### config.mk
export PLATFORM = sky130hd
export DESIGN_NAME = mouse_input_conditioner
export DESIGN_NICKNAME = d
export VERILOG_FILES = /design/src/rtl/mouse_input_conditioner.sv
export SDC_FILE = /design/constraint.sdc
export NUM_CORES = 1
export LEC_CHECK = 0
export ABC_AREA = 1
export ABC_CLOCK_PERIOD_IN_PS = 1500
export BUFFER_PORTS_ARGS = -buffer_cell sky130_fd_sc_hd__clkbuf_2
export CORE_MARGIN = 5
export CORE_UTILIZATION = 49
export CTS_BUF_LIST = sky130_fd_sc_hd__clkbuf_4 sky130_fd_sc_hd__clkbuf_8
export CTS_CLUSTER_DIAMETER = 60
export CTS_CLUSTER_SIZE = 14
export DETAILED_ROUTE_END_ITERATION = 8
export PLACE_DENSITY = 0.72
export SYNTH_ARGS = -nofsm -noshare
export SYNTH_HDL_FRONTEND = slang
export SYNTH_HIERARCHICAL = 1
export SYNTH_SLANG_ARGS = --single-unit
### constraint.sdc
create_clock -name clk -period 1.5 [get_ports clk]
set_input_delay 0.075 -clock clk [delete_from_list [all_inputs] [get_ports clk]]
set_output_delay 0.075 -clock clk [all_outputs]
set_load 0.005 [all_outputs]
### src/rtl/mouse_input_conditioner.sv
// Mouse input conditioning: clamps raw cursor coordinates, debounces both buttons
// into single-cycle click pulses and latches the cursor position of each left click.

module mouse_button_debouncer #(
    parameter int DEBOUNCE_CYCLES = 65000
) (
    input  logic clk,
    input  logic rst,
    input  logic raw,
    output logic pulse,
    output logic held
);

    localparam int CNT_W = (DEBOUNCE_CYCLES > 1) ? $clog2(DEBOUNCE_CYCLES) : 1;
    localparam logic [CNT_W-1:0] CNT_LAST = CNT_W'(DEBOUNCE_CYCLES - 1);

    typedef enum logic [1:0] {
        IDLE,
        DEB_PRESS,
        PRESSED,
        DEB_REL
    } state_t;

    state_t           state_q, state_d;
    logic [CNT_W-1:0] cnt_q, cnt_d;
    logic             pulse_d;
    logic             sync_meta, sync_s;

    // Raw level is asynchronous to clk, so it is brought in through two flops.
    always_ff @(posedge clk or negedge rst) begin
        if (!rst) begin
            sync_meta <= 1'b0;
            sync_s    <= 1'b0;
        end else begin
            sync_meta <= raw;
            sync_s    <= sync_meta;
        end
    end

    always_ff @(posedge clk or negedge rst) begin
        if (!rst) begin
            state_q <= IDLE;
            cnt_q   <= '0;
            pulse   <= 1'b0;
        end else begin
            state_q <= state_d;
            cnt_q   <= cnt_d;
            pulse   <= pulse_d;
        end
    end

    // The counter only advances while a level is pending; leaving the state ends it.
    always_comb begin
        state_d = state_q;
        cnt_d   = cnt_q;
        pulse_d = 1'b0;
        case (state_q)
            IDLE: begin
                if (sync_s) begin
                    state_d = DEB_PRESS;
                    cnt_d   = '0;
                end
            end
            DEB_PRESS: begin
                if (!sync_s) begin
                    state_d = IDLE;
                end else if (cnt_q == CNT_LAST) begin
                    state_d = PRESSED;
                    pulse_d = 1'b1;
                end else begin
                    cnt_d = cnt_q + CNT_W'(1);
                end
            end
            PRESSED: begin
                if (!sync_s) begin
                    state_d = DEB_REL;
                    cnt_d   = '0;
                end
            end
            DEB_REL: begin
                if (sync_s) begin
                    state_d = PRESSED;
                end else if (cnt_q == CNT_LAST) begin
                    state_d = IDLE;
                end else begin
                    cnt_d = cnt_q + CNT_W'(1);
                end
            end
            default: begin
                state_d = IDLE;
                cnt_d   = '0;
            end
        endcase
    end

    assign held = (state_q == PRESSED) || (state_q == DEB_REL);

endmodule

module mouse_input_conditioner #(
    parameter int DEBOUNCE_CYCLES = 65000,
    parameter int X_MAX           = 1023,
    parameter int Y_MAX           = 767
) (
    input  logic        clk,
    input  logic        rst,
    input  logic [11:0] mouse_xpos_raw,
    input  logic [11:0] mouse_ypos_raw,
    input  logic        left_raw,
    input  logic        right_raw,
    output logic [11:0] mouse_xpos,
    output logic [11:0] mouse_ypos,
    output logic        left_mouse,
    output logic        right_mouse,
    output logic        left_held,
    output logic        right_held,
    output logic [11:0] shot_xpos,
    output logic [11:0] shot_ypos
);

    localparam logic [11:0] X_LIMIT = 12'(X_MAX);
    localparam logic [11:0] Y_LIMIT = 12'(Y_MAX);

    logic [11:0] x_clamped, y_clamped;

    assign x_clamped = (mouse_xpos_raw > X_LIMIT) ? X_LIMIT : mouse_xpos_raw;
    assign y_clamped = (mouse_ypos_raw > Y_LIMIT) ? Y_LIMIT : mouse_ypos_raw;

    always_ff @(posedge clk or negedge rst) begin
        if (!rst) begin
            mouse_xpos <= '0;
            mouse_ypos <= '0;
        end else begin
            mouse_xpos <= x_clamped;
            mouse_ypos <= y_clamped;
        end
    end

    // Shot position takes the same clamped value the coordinate registers load in the pulse cycle.
    always_ff @(posedge clk or negedge rst) begin
        if (!rst) begin
            shot_xpos <= '0;
            shot_ypos <= '0;
        end else if (left_mouse) begin
            shot_xpos <= x_clamped;
            shot_ypos <= y_clamped;
        end
    end

    mouse_button_debouncer #(
        .DEBOUNCE_CYCLES(DEBOUNCE_CYCLES)
    ) u_left (
        .clk  (clk),
        .rst  (rst),
        .raw  (left_raw),
        .pulse(left_mouse),
        .held (left_held)
    );

    mouse_button_debouncer #(
        .DEBOUNCE_CYCLES(DEBOUNCE_CYCLES)
    ) u_right (
        .clk  (clk),
        .rst  (rst),
        .raw  (right_raw),
        .pulse(right_mouse),
        .held (right_held)
    );

endmodule

# Word-level counts from Yosys, hierarchy flattened
# Index checks and enable logic that the tools add are counted.
op_classes:
  muxes: 34
  n_reduce_logical: 8
  n_bitwise: 0
  div: 0
  addsub: 2
  n_eq_ne: 20
  shifts: 0
  mul: 0
  magnitude_cmp: 2
ops:
  columns: ["cell", "n"]
  rows:
  - ["$mux W16", 10]
  - ["$pmux W16 S4", 2]
  - ["$add A16 B1 Y16 const B", 2]
  - ["$eq A16 B16 Y1 const B", 2]
  - ["$gt A12 B10 Y1 const B", 2]
  - ["$mux W12", 2]
  - ["$mux W2", 12]
  - ["$pmux W2 S4", 2]
  - ["$reduce_and A4 Y1", 4]
  - ["$eq A2 B2 Y1 const B", 4]
  - ["$ne A2 B1 Y1 const B", 4]
  - ["$ne A2 B2 Y1 const B", 4]
  - ["$mux W1", 6]
  - ["$ne A3 B1 Y1 const B", 2]
  - ["$ne A3 B3 Y1 const B", 2]
  - ["$eq A2 B1 Y1 const B", 2]
  - ["$logic_not A2 Y1", 2]
  - ["$logic_or A1 B1 Y1", 2]
totals:
  mem_bits_ro: 0
  latch_bits: 0
  mem_bits_rw: 0
  mem_count: 0
  in_bits: 28
  out_inout_bits: 52
  regBits: 90

# Logic depth before layout (Yosys ltp)
# Gate-level depths: netlist of run 1.
depth:
  ltp_word: 4
  mapped_depth: 10
  ltp_nobuf: 10

# Cells and area by module
# Netlist of run 1, hierarchy kept.
modules_own_cells:
  columns: ["mod", "cells_each", "area_each_um2", "seq_area_each_um2", "n_inst"]
  rows:
  - ["mouse_input_conditioner", 157, 1747.9, 1201.2, 1]
  - ["mouse_button_debouncer (u_right)", 163, 1290.0, 525.5, 1]
  - ["mouse_button_debouncer (u_left)", 177, 1252.5, 525.5, 1]

# Least setup slack after synthesis of run 1
# OpenSTA, ideal clock, no wires.
synth_path:
  path_type: "reg2reg"
  start: "register u_left.cnt_q[0]"
  end: "register u_left.cnt_q[0]"
  stages_incl_launch_ff: 11
  arrival_ns: 1.397
  synth_period_minus_slack_ns: 1.479
  n_path_buf: 1
  slack_ns: 0.021
  cell_sequence: "dfrtp_1 -> ha_1 -> nand2_2 -> inv_1 -> nand2_1 -> nor2_2 -> nand3_2 -> nand2_4 -> buf_6 -> nand2_1 -> o21ai_0"
synth_between:
  elab_chain_cells: 4
  word_cells_on_any_way: 6
synth_rtl:
  columns: ["element", "line_no", "text"]
  rows:
  - ["from (decl)", "25", "logic [CNT_W-1:0] cnt_q, cnt_d;"]
  - ["from (signal assigned)", "47", "cnt_q <= cnt_d;"]
  - ["$add A16 B1 Y16 / $eq A16 B16 Y1 (equally long branches)", null, null]
  - ["$mux W16 (*)", "67, 83", null]
  - ["$mux W16, on equally long branches", "81, 65", null]
  - ["$pmux W16 S4 (*)", "57", "case (state_q)"]
# Mark *: on every way between the ends. The rest lies on a longest branch, timed or not. The select of a mux whose other input is x is not followed.
# A chain may end at the register's enable or synchronous reset.

# Worst setup path in the final report of run 1
layout_path:
  start: "register u_left.cnt_q[1]"
  end: "register u_left.pulse"
layout_between:
  elab_chain_cells: 4
layout_rtl:
  columns: ["element", "line_no", "text"]
  rows:
  - ["$eq A16 B16 Y1", "67", "end else if (cnt_q == CNT_LAST) begin"]
  - ["$mux W1", "67", null]
  - ["$mux W1", "65", "if (!sync_s) begin"]
  - ["$mux W1", "57", null]
  - ["named net u_left.pulse_d", "26", "logic pulse_d;"]
  - ["to (signal assigned)", "48", "pulse <= pulse_d;"]
  - ["to (decl)", "10", "output logic pulse,"]
# The timed path passes the listed nets, and every way through them passes these cells.

==> impl_results.md, run 1 <==
- Core area: 8636 um^2
- Reg2reg path depth: 8
- Crit-path slowest cell: dfrtp_1
- Combinational fraction of design power: 9.1%
- Status: finished, violations left
- Psw: 1243 uW
- Total track usage: 18.90%
- ANT nets after route: 0
- Chip width: 103.6 um
- Die Span Y: 103.6 um
- Wirelength, routed: 10650 um
- Synthesized area: 4290 um^2
- GRT overflow: 0
- Crit Path Max Fanout: 4
- Most frequent CP cell: nand2_2
- Post-synthesis cell type count: 32
- Worst hold path depth: 3
- Area added between synthesis and finish: 32.37%
- R2r setup slk: -0.01 ns
- Min-Delay Path Class: input port to flop
- Worst Hold Launch: mouse_ypos_raw[11]
- Sw frac: 26.31%
- Yosys warns: 6
- Clock power frac: 37.7%
- Max incr delay on CP: 0.37 ns
- Max Clk Rate: 662.4 MHz
- Most used DFF post-synth: dfrtp_1
- Synthesized area per cell: 8.633 um^2
- CTS sink cnt: 90
- Async SR Flop Fraction: 100.0%
- # rows: 34
- Final setup violation count: 7
- Placed Cells: 703
- Worst r2r src: u_left/cnt_q[1]$_DFFE_PN0P_
- Syn Inst Count: 497
- EDFF count, synth: 0
- Worst Path Arrival: 1.79 ns
- DRT Pass-1 Iters: 4
- Worst Skew: 0.01324 ns
- Vias in the first global route: 3552
- Largest delay share family, worst path: simple AND/OR/NAND/NOR gates
- Final std cell area, no fill: 5679 um^2
- Final Max Tran Viols: 0
- Clk_lat worst skew: 0.36 ns
- Global-route wire length before repair: 16890 um
- FILL cells: 672
- Final worst path period need: 1.510 ns
- Leading area contributor after synthesis: dfrtp_1
- Sum of buffers and inverters on the critical path: 2
- Max-cap violation count: 0
- Global placement routability congestion: 0.9212
- DR WL/cell: 14.05 um
- Clock Tree Root: clkbuf_8
- Hold path endpoint: mouse_ypos[1]$_DFF_PN0_
- Clock transition at path regs: 0.10 ns
- CTS tree: yes
- Starting density of the core: 49.68%
- CP required: 1.78 ns
- Power Total: 4723 uW
- Total number of vias: 3819
- Final Hold Fails: 0
- Seq/Total Area, Yosys: 52.49%
- Max H-tree Level: 3
- Post-Layout Cell Count: 758
- Final period util: 100.6%
- Synth cell count leaders: 140 x nand2_1, 90 x dfrtp_1, 61 x inv_1
- # DRC: 0
- Number of synthesized register bits: 90
- LEAKAGE: 0.002644 uW
- Antenna cells: 0
- Die Area: 10730 um^2
- Placed Area: 4950 um^2
- Drt via density: 5.038
- # IOs: 80
- Setup crit start kind: flop
- Violated checks: negative setup slack
- Worst setup margin: -0.009611 ns
- Clk buf depth: 2
- Layout cell share with drive strength beyond 1: 30.62%
- Internal Power: 3480 uW
- Flop pwr share: 53.2%
- Initial antenna violation count: 0
- CP endpoint kind: flop
- Post-synth top area share: 52.49%
- Peak supply drop: 0.5715 mV
- Worst R2R End: u_left/pulse$_DFF_PN0_
- CTS buffer count: 9
- Final HPWL DP: 6706 um
- Setup CP Type: flop to flop
- Dominant cells by area after synthesis: dfrtp_1 52%, nand2_1 12%, inv_1 5.3%
- Largest net degree at the start of global routing: 38
- DRT iter0 DRCs: 181
- Most frequent cell after synthesis: nand2_1
- RSZ-0062 raised after global routing: true
- IO buf count: 79
- Final nets: 675
- CP Cell Sequence: ha_2, nand2_2, inv_2, nand2_2, nor2_4, nand3_4, buf_6, nor3_1
- Power per cell area: 831.6 nW/um^2
## area by class of cell
type / instances / area (um^2) / area share (%)
sequential: 90 / 2256 / 39.72
multi-input combinational: 337 / 1843 / 32.45
timing repair buffer: 144 / 992.2 / 17.47
inverter: 63 / 236.5 / 4.164
tap: 108 / 135.1 / 2.379
clock buffer: 9 / 123.9 / 2.181
clock inverter: 7 / 92.59 / 1.630
## worst min-delay path: cells and delay by family
kind,cells,cell delay [ns]
buffers and inverters,1,0.10
and+or+nand+nor,2,0.17
## placed cells by master, fill, tap and decap left out, types with 5 or more instances in the layout
| cell type | instances |
|---|---|
| xnor2_1 | 6 |
| buf_4 | 36 |
| nand2_1 | 134 |
| o21ai_2 | 13 |
| nand2_2 | 10 |
| clkbuf_8 | 9 |
| nor2_2 | 7 |
| dfrtp_1 | 87 |
| inv_1 | 59 |
| nand3_1 | 33 |
| dlygate4sd3_1 | 26 |
| a31oi_1 | 11 |
| nor2_1 | 50 |
| nand4_1 | 14 |
| xor2_1 | 6 |
| nand3_2 | 7 |
| nor2_4 | 6 |
| o21ai_0 | 6 |
| o21ai_1 | 5 |
| clkbuf_2 | 78 |
## per-stage QoR
stage | hold slack, ns | util, % | TNS (ns) | worst slack [ns]
after floorplan | -0.2206 | - | 0 | 0.02082
after global placement | 0.04343 | 57.32 | 0 | 0.01688
after detailed placement | 0.04845 | 57.32 | -0.1697 | -0.04645
after CTS | 0.0002523 | 63.11 | 0 | 0.0008616
after global routing | 0.01124 | 65.76 | -2.135 | -0.1060
final | 0.01150 | 65.76 | -0.03952 | -0.009611
## repair_timing
action / CTS / global route
hold endpoints to repair: 76 / 0
buffers inserted: 0 / 8
resized for setup: 2 / 37
pin swaps: 1 / 10
hold buffers: 26 / 0
cloned: 1 / 4
endpoints found under the setup margin: 9 / 33
## routing by layer
metal  vias up  track usage (%)  wire [um]
li1       1869                -          -
met1      1791            23.52       4284
met2       131            31.74       5497
met3        28            3.669        589
met4         0            8.529        279
met5         -                0          0
## state kept, by name, indices dropped and copies added, names as in the netlist, named ones only
register           flops
u_left/cnt_q          16
u_right/cnt_q         16
mouse_xpos            12
mouse_ypos            12
shot_xpos             12
shot_ypos             12
u_left/pulse           1
u_left/state_q         1
u_left/sync_meta       1
u_left/sync_s          1
u_right/pulse          1
u_right/state_q        1
u_right/sync_meta      1
u_right/sync_s         1
## how the worst max path moves through the flow
stage                     depth (start not counted)                            to                    startpoint  slack, ns
after global placement                            8  u_left/cnt_q[12]$_DFFE_PN0P_   u_left/cnt_q[0]$_DFFE_PN0P_       0.02
after detailed placement                          8  u_left/cnt_q[11]$_DFFE_PN0P_   u_left/cnt_q[0]$_DFFE_PN0P_      -0.05
after global routing                              9   u_left/cnt_q[3]$_DFFE_PN0P_   u_left/cnt_q[1]$_DFFE_PN0P_      -0.11
after floorplan                                  10   u_left/cnt_q[0]$_DFFE_PN0P_   u_left/cnt_q[0]$_DFFE_PN0P_       0.02
after CTS                                         7  u_right/cnt_q[2]$_DFFE_PN0P_  u_right/cnt_q[1]$_DFFE_PN0P_     0.0009
final                                             8        u_left/pulse$_DFF_PN0_   u_left/cnt_q[1]$_DFFE_PN0P_      -0.01
## power by group through the flow
stage / clock network [uW] / logic [uW] / registers, uW
final: 1780 / 430 / 2510
after floorplan: 0 / 153 / 2560
after global routing: 1900 / 476 / 2520
after CTS: 1810 / 390 / 2510
after detailed placement: 0 / 332 / 2550
after global placement: 0 / 323 / 2550
## logic make-up (layout without fill, tap and decap cells)
logic type / count (synthesis) / count (layout) / share of synthesized area, %
xor gates and xnor gates: 12 / 12 / 2.450
DFF: 90 / 90 / 52.49
adders and majority gates: 2 / 2 / 0.5832
other: 1 / 4 / 0.08741
buffers and inverters: 78 / 223 / 8.836
AOI/OAI and AO/OA: 42 / 42 / 6.503
and+or+nand+nor: 272 / 277 / 29.05
(Power assumes the default switching activity.)
==> run 2: changes to the inputs <==
--- a/config.mk
+++ b/config.mk
@@ -6,15 +6,15 @@
 export NUM_CORES = 1
 export LEC_CHECK = 0
 export ABC_AREA = 1
-export ABC_CLOCK_PERIOD_IN_PS = 1500
+export ABC_CLOCK_PERIOD_IN_PS = 1200
 export BUFFER_PORTS_ARGS = -buffer_cell sky130_fd_sc_hd__clkbuf_2
 export CORE_MARGIN = 5
-export CORE_UTILIZATION = 49
+export CORE_UTILIZATION = 52
 export CTS_BUF_LIST = sky130_fd_sc_hd__clkbuf_4 sky130_fd_sc_hd__clkbuf_8
 export CTS_CLUSTER_DIAMETER = 60
 export CTS_CLUSTER_SIZE = 14
 export DETAILED_ROUTE_END_ITERATION = 8
-export PLACE_DENSITY = 0.72
+export PLACE_DENSITY = 0.75
 export SYNTH_ARGS = -nofsm -noshare
 export SYNTH_HDL_FRONTEND = slang
 export SYNTH_HIERARCHICAL = 1
==> constraint.sdc (replaced) <==
create_clock -name clk -period 1.2 [get_ports clk]
set_input_delay 0.06 -clock clk [delete_from_list [all_inputs] [get_ports clk]]
set_output_delay 0.06 -clock clk [all_outputs]
set_load 0.005 [all_outputs]
==> run 2 against run 1 <==
Compared with the run above:
- the run still ends with negative setup slack left
- register-to-register slack lost 0.31 ns
- fmax shrank 0.45%
- first-iteration DRC count grew 65%
- non-clock buffer count grew 37
- global-route usage grew 7.1 points
- setup slack lost 0.31 ns
- flip-flop and latch count is the same
- via count grew 15%
- critical path type unchanged
- largest cell class unchanged
==> impl_results.md, run 2 (synthesized netlist as in run 1, its figures left out) <==
- Status: finished, violations left
- Violated checks: negative setup slack
- Antenna cells: 0
- Clk buf depth: 2
- Max Clk Rate: 659.4 MHz
- CTS sink cnt: 90
- Total number of vias: 4373
- Chip width: 100.8 um
- Clock power frac: 36.7%
- Max-cap violation count: 0
- Final Max Tran Viols: 0
- Peak supply drop: 0.8200 mV
- Clock Tree Root: clkbuf_8
- Final nets: 711
- ANT nets after route: 0
- Vias in the first global route: 4254
- CTS tree: yes
- Psw: 1625 uW
- Fin Setup TNS: -9.453 ns
- Worst Skew: 0.01435 ns
- Crit Path Max Fanout: 11
- LEAKAGE: 0.002970 uW
- Power Total: 6009 uW
- Wirelength, routed: 14360 um
- Post-Layout Cell Count: 791
- Biggest registers after layout: u_left/cnt_q x16, u_right/cnt_q x16
- Sw frac: 27.04%
- Most frequent CP cell: nand2_2
- CP required: 1.47 ns
- # DRC: 0
- RSZ-0062 raised after global routing: true
- Largest net degree at the start of global routing: 40
- Max H-tree Level: 3
- Final HPWL DP: 7474 um
- GRT overflow: 0
- CTS buffer count: 9
- Power per cell area: 964.6 nW/um^2
- Worst Path Arrival: 1.79 ns
- Area added between synthesis and finish: 45.20%
- Min-Delay Path Class: input port to flop
- Internal Power: 4384 uW
- Crit-path slowest cell: dfrtp_1
- Final Hold Fails: 0
- IO buf count: 79
- DRT iter0 DRCs: 298
- Setup CP Type: flop to flop
- FILL cells: 493
- Layout cell share with drive strength beyond 1: 40.67%
- Final worst path period need: 1.516 ns
- Commonest non-fill, non-tap cell in the layout: nand2_1
- Worst setup margin: -0.3164 ns
- # IOs: 80
- Core area: 8134 um^2
- Final period util: 126.4%
- Total track usage: 26.02%
- Clk_lat worst skew: 0.36 ns
- CP Cell Sequence: ha_2, nand2_2, inv_2, nand2_2, nor2_4, nand3_4, nand2_8, nand2_1, o21ai_1
- Placed Cells: 734
- DRT Pass-1 Iters: 4
- Initial antenna violation count: 0
- Combinational fraction of design power: 10.8%
- Global-route wire length before repair: 20690 um
- Max incr delay on CP: 0.37 ns
- Setup crit start kind: flop
- Die Area: 10170 um^2
- Largest delay share family, worst path: simple AND/OR/NAND/NOR gates
- Global placement routability congestion: 0.9490
- Final setup violation count: 38
- # rows: 33
- DR WL/cell: 18.15 um
- Flop pwr share: 52.5%
- CP endpoint kind: flop
- Drt via density: 5.528
- Sum of buffers and inverters on the critical path: 1
- Starting density of the core: 52.75%
- Die Span Y: 100.8 um
- Most frequent cells in the layout: 114 x nand2_1, 88 x dfrtp_1, 78 x clkbuf_2
- Clock transition at path regs: 0.10 ns
-- run 2: cell count changes in the layout (fill, tap and decap cells not counted), sizes merged --
| cell | previous run | this run |
|---|---|---|
| clkbuf | 87 | 88 |
| dlygate4sd3 | 26 | 23 |
| nand2 | 152 | 151 |
| buf | 40 | 80 |
| clkinvlp | 0 | 1 |
| bufinv | 1 | 2 |
| inv | 67 | 64 |
-- run 2: final cells by class --
| class | count | area, um^2 | area share [%] |
|---|---|---|---|
| clock buffers | 10 | 131.4 | 2.109 |
| clock inverters | 6 | 72.57 | 1.165 |
| inverters | 63 | 252.7 | 4.057 |
| multi-input cells | 336 | 2091 | 33.56 |
| flip-flops and latches | 90 | 2255 | 36.19 |
| well taps | 105 | 131.4 | 2.109 |
| repair buffers | 181 | 1296 | 20.81 |
-- run 2: worst paths after layout --
check / depth (start not counted) / slack [ns] / end / start
worst max register to register: 9 / -0.32 / u_left/cnt_q[10]$_DFFE_PN0P_ / u_left/cnt_q[1]$_DFFE_PN0P_
max in group asynchronous: 3 / 0.52 / async pin / rst
worst min register to register: 0 / 0.36 / u_left/sync_s$_DFF_PN0_ / u_left/sync_meta$_DFF_PN0_
min in group asynchronous: 2 / 0.14 / shot_ypos[10]$_DFFE_PN0P_ / rst
worst max-delay path: 9 / -0.32 / u_left/cnt_q[10]$_DFFE_PN0P_ / u_left/cnt_q[1]$_DFFE_PN0P_
worst min-delay path: 3 / 0.004 / mouse_ypos[4]$_DFF_PN0_ / mouse_ypos_raw[11]
-- run 2: metrics by stage --
stage                     hold WS, ns  utilization [%]  setup WS [ns]  cell area [um^2]
after floorplan               -0.2356                -        -0.2517              4358
after global placement      -0.006596            64.79        -0.2277              5270
after detailed placement    -0.007070            64.79        -0.3161              5270
after CTS                   0.0005793            73.11        -0.2106              5947
after global routing        -0.002577            76.59        -0.3859              6230
final                        0.004071            76.59        -0.3164              6230
-- run 2: repair_timing --
action                                  in CTS  in global routing
endpoints found under the setup margin      38                 44
cloned                                       2                  2
buffers inserted                             5                 11
gates resized for setup                     36                 53
hold buffers                                29                  0
endpoints found under the hold margin      126                  0
pin swaps                                    8                 27
-- run 2: worst min-delay path, stage by stage --
cell	delay [ns]
clkbuf_2	0.11
nor2_4	0.09
nand3_4	0.07
-- run 2: power by group through the flow --
stage | sequential, uW | combinational, uW | clock, uW
after floorplan | 3210 | 203 | 0
after global placement | 3200 | 428 | 0
after detailed placement | 3200 | 445 | 0
after CTS | 3140 | 554 | 2190
after global routing | 3160 | 694 | 2360
final | 3150 | 652 | 2200
-- run 2: metal layers --
metal	GRT usage (%)	routed length [um]
met1	30.58	5047
met2	46.33	7632
met3	4.498	901
met4	11.50	777
met5	0	0
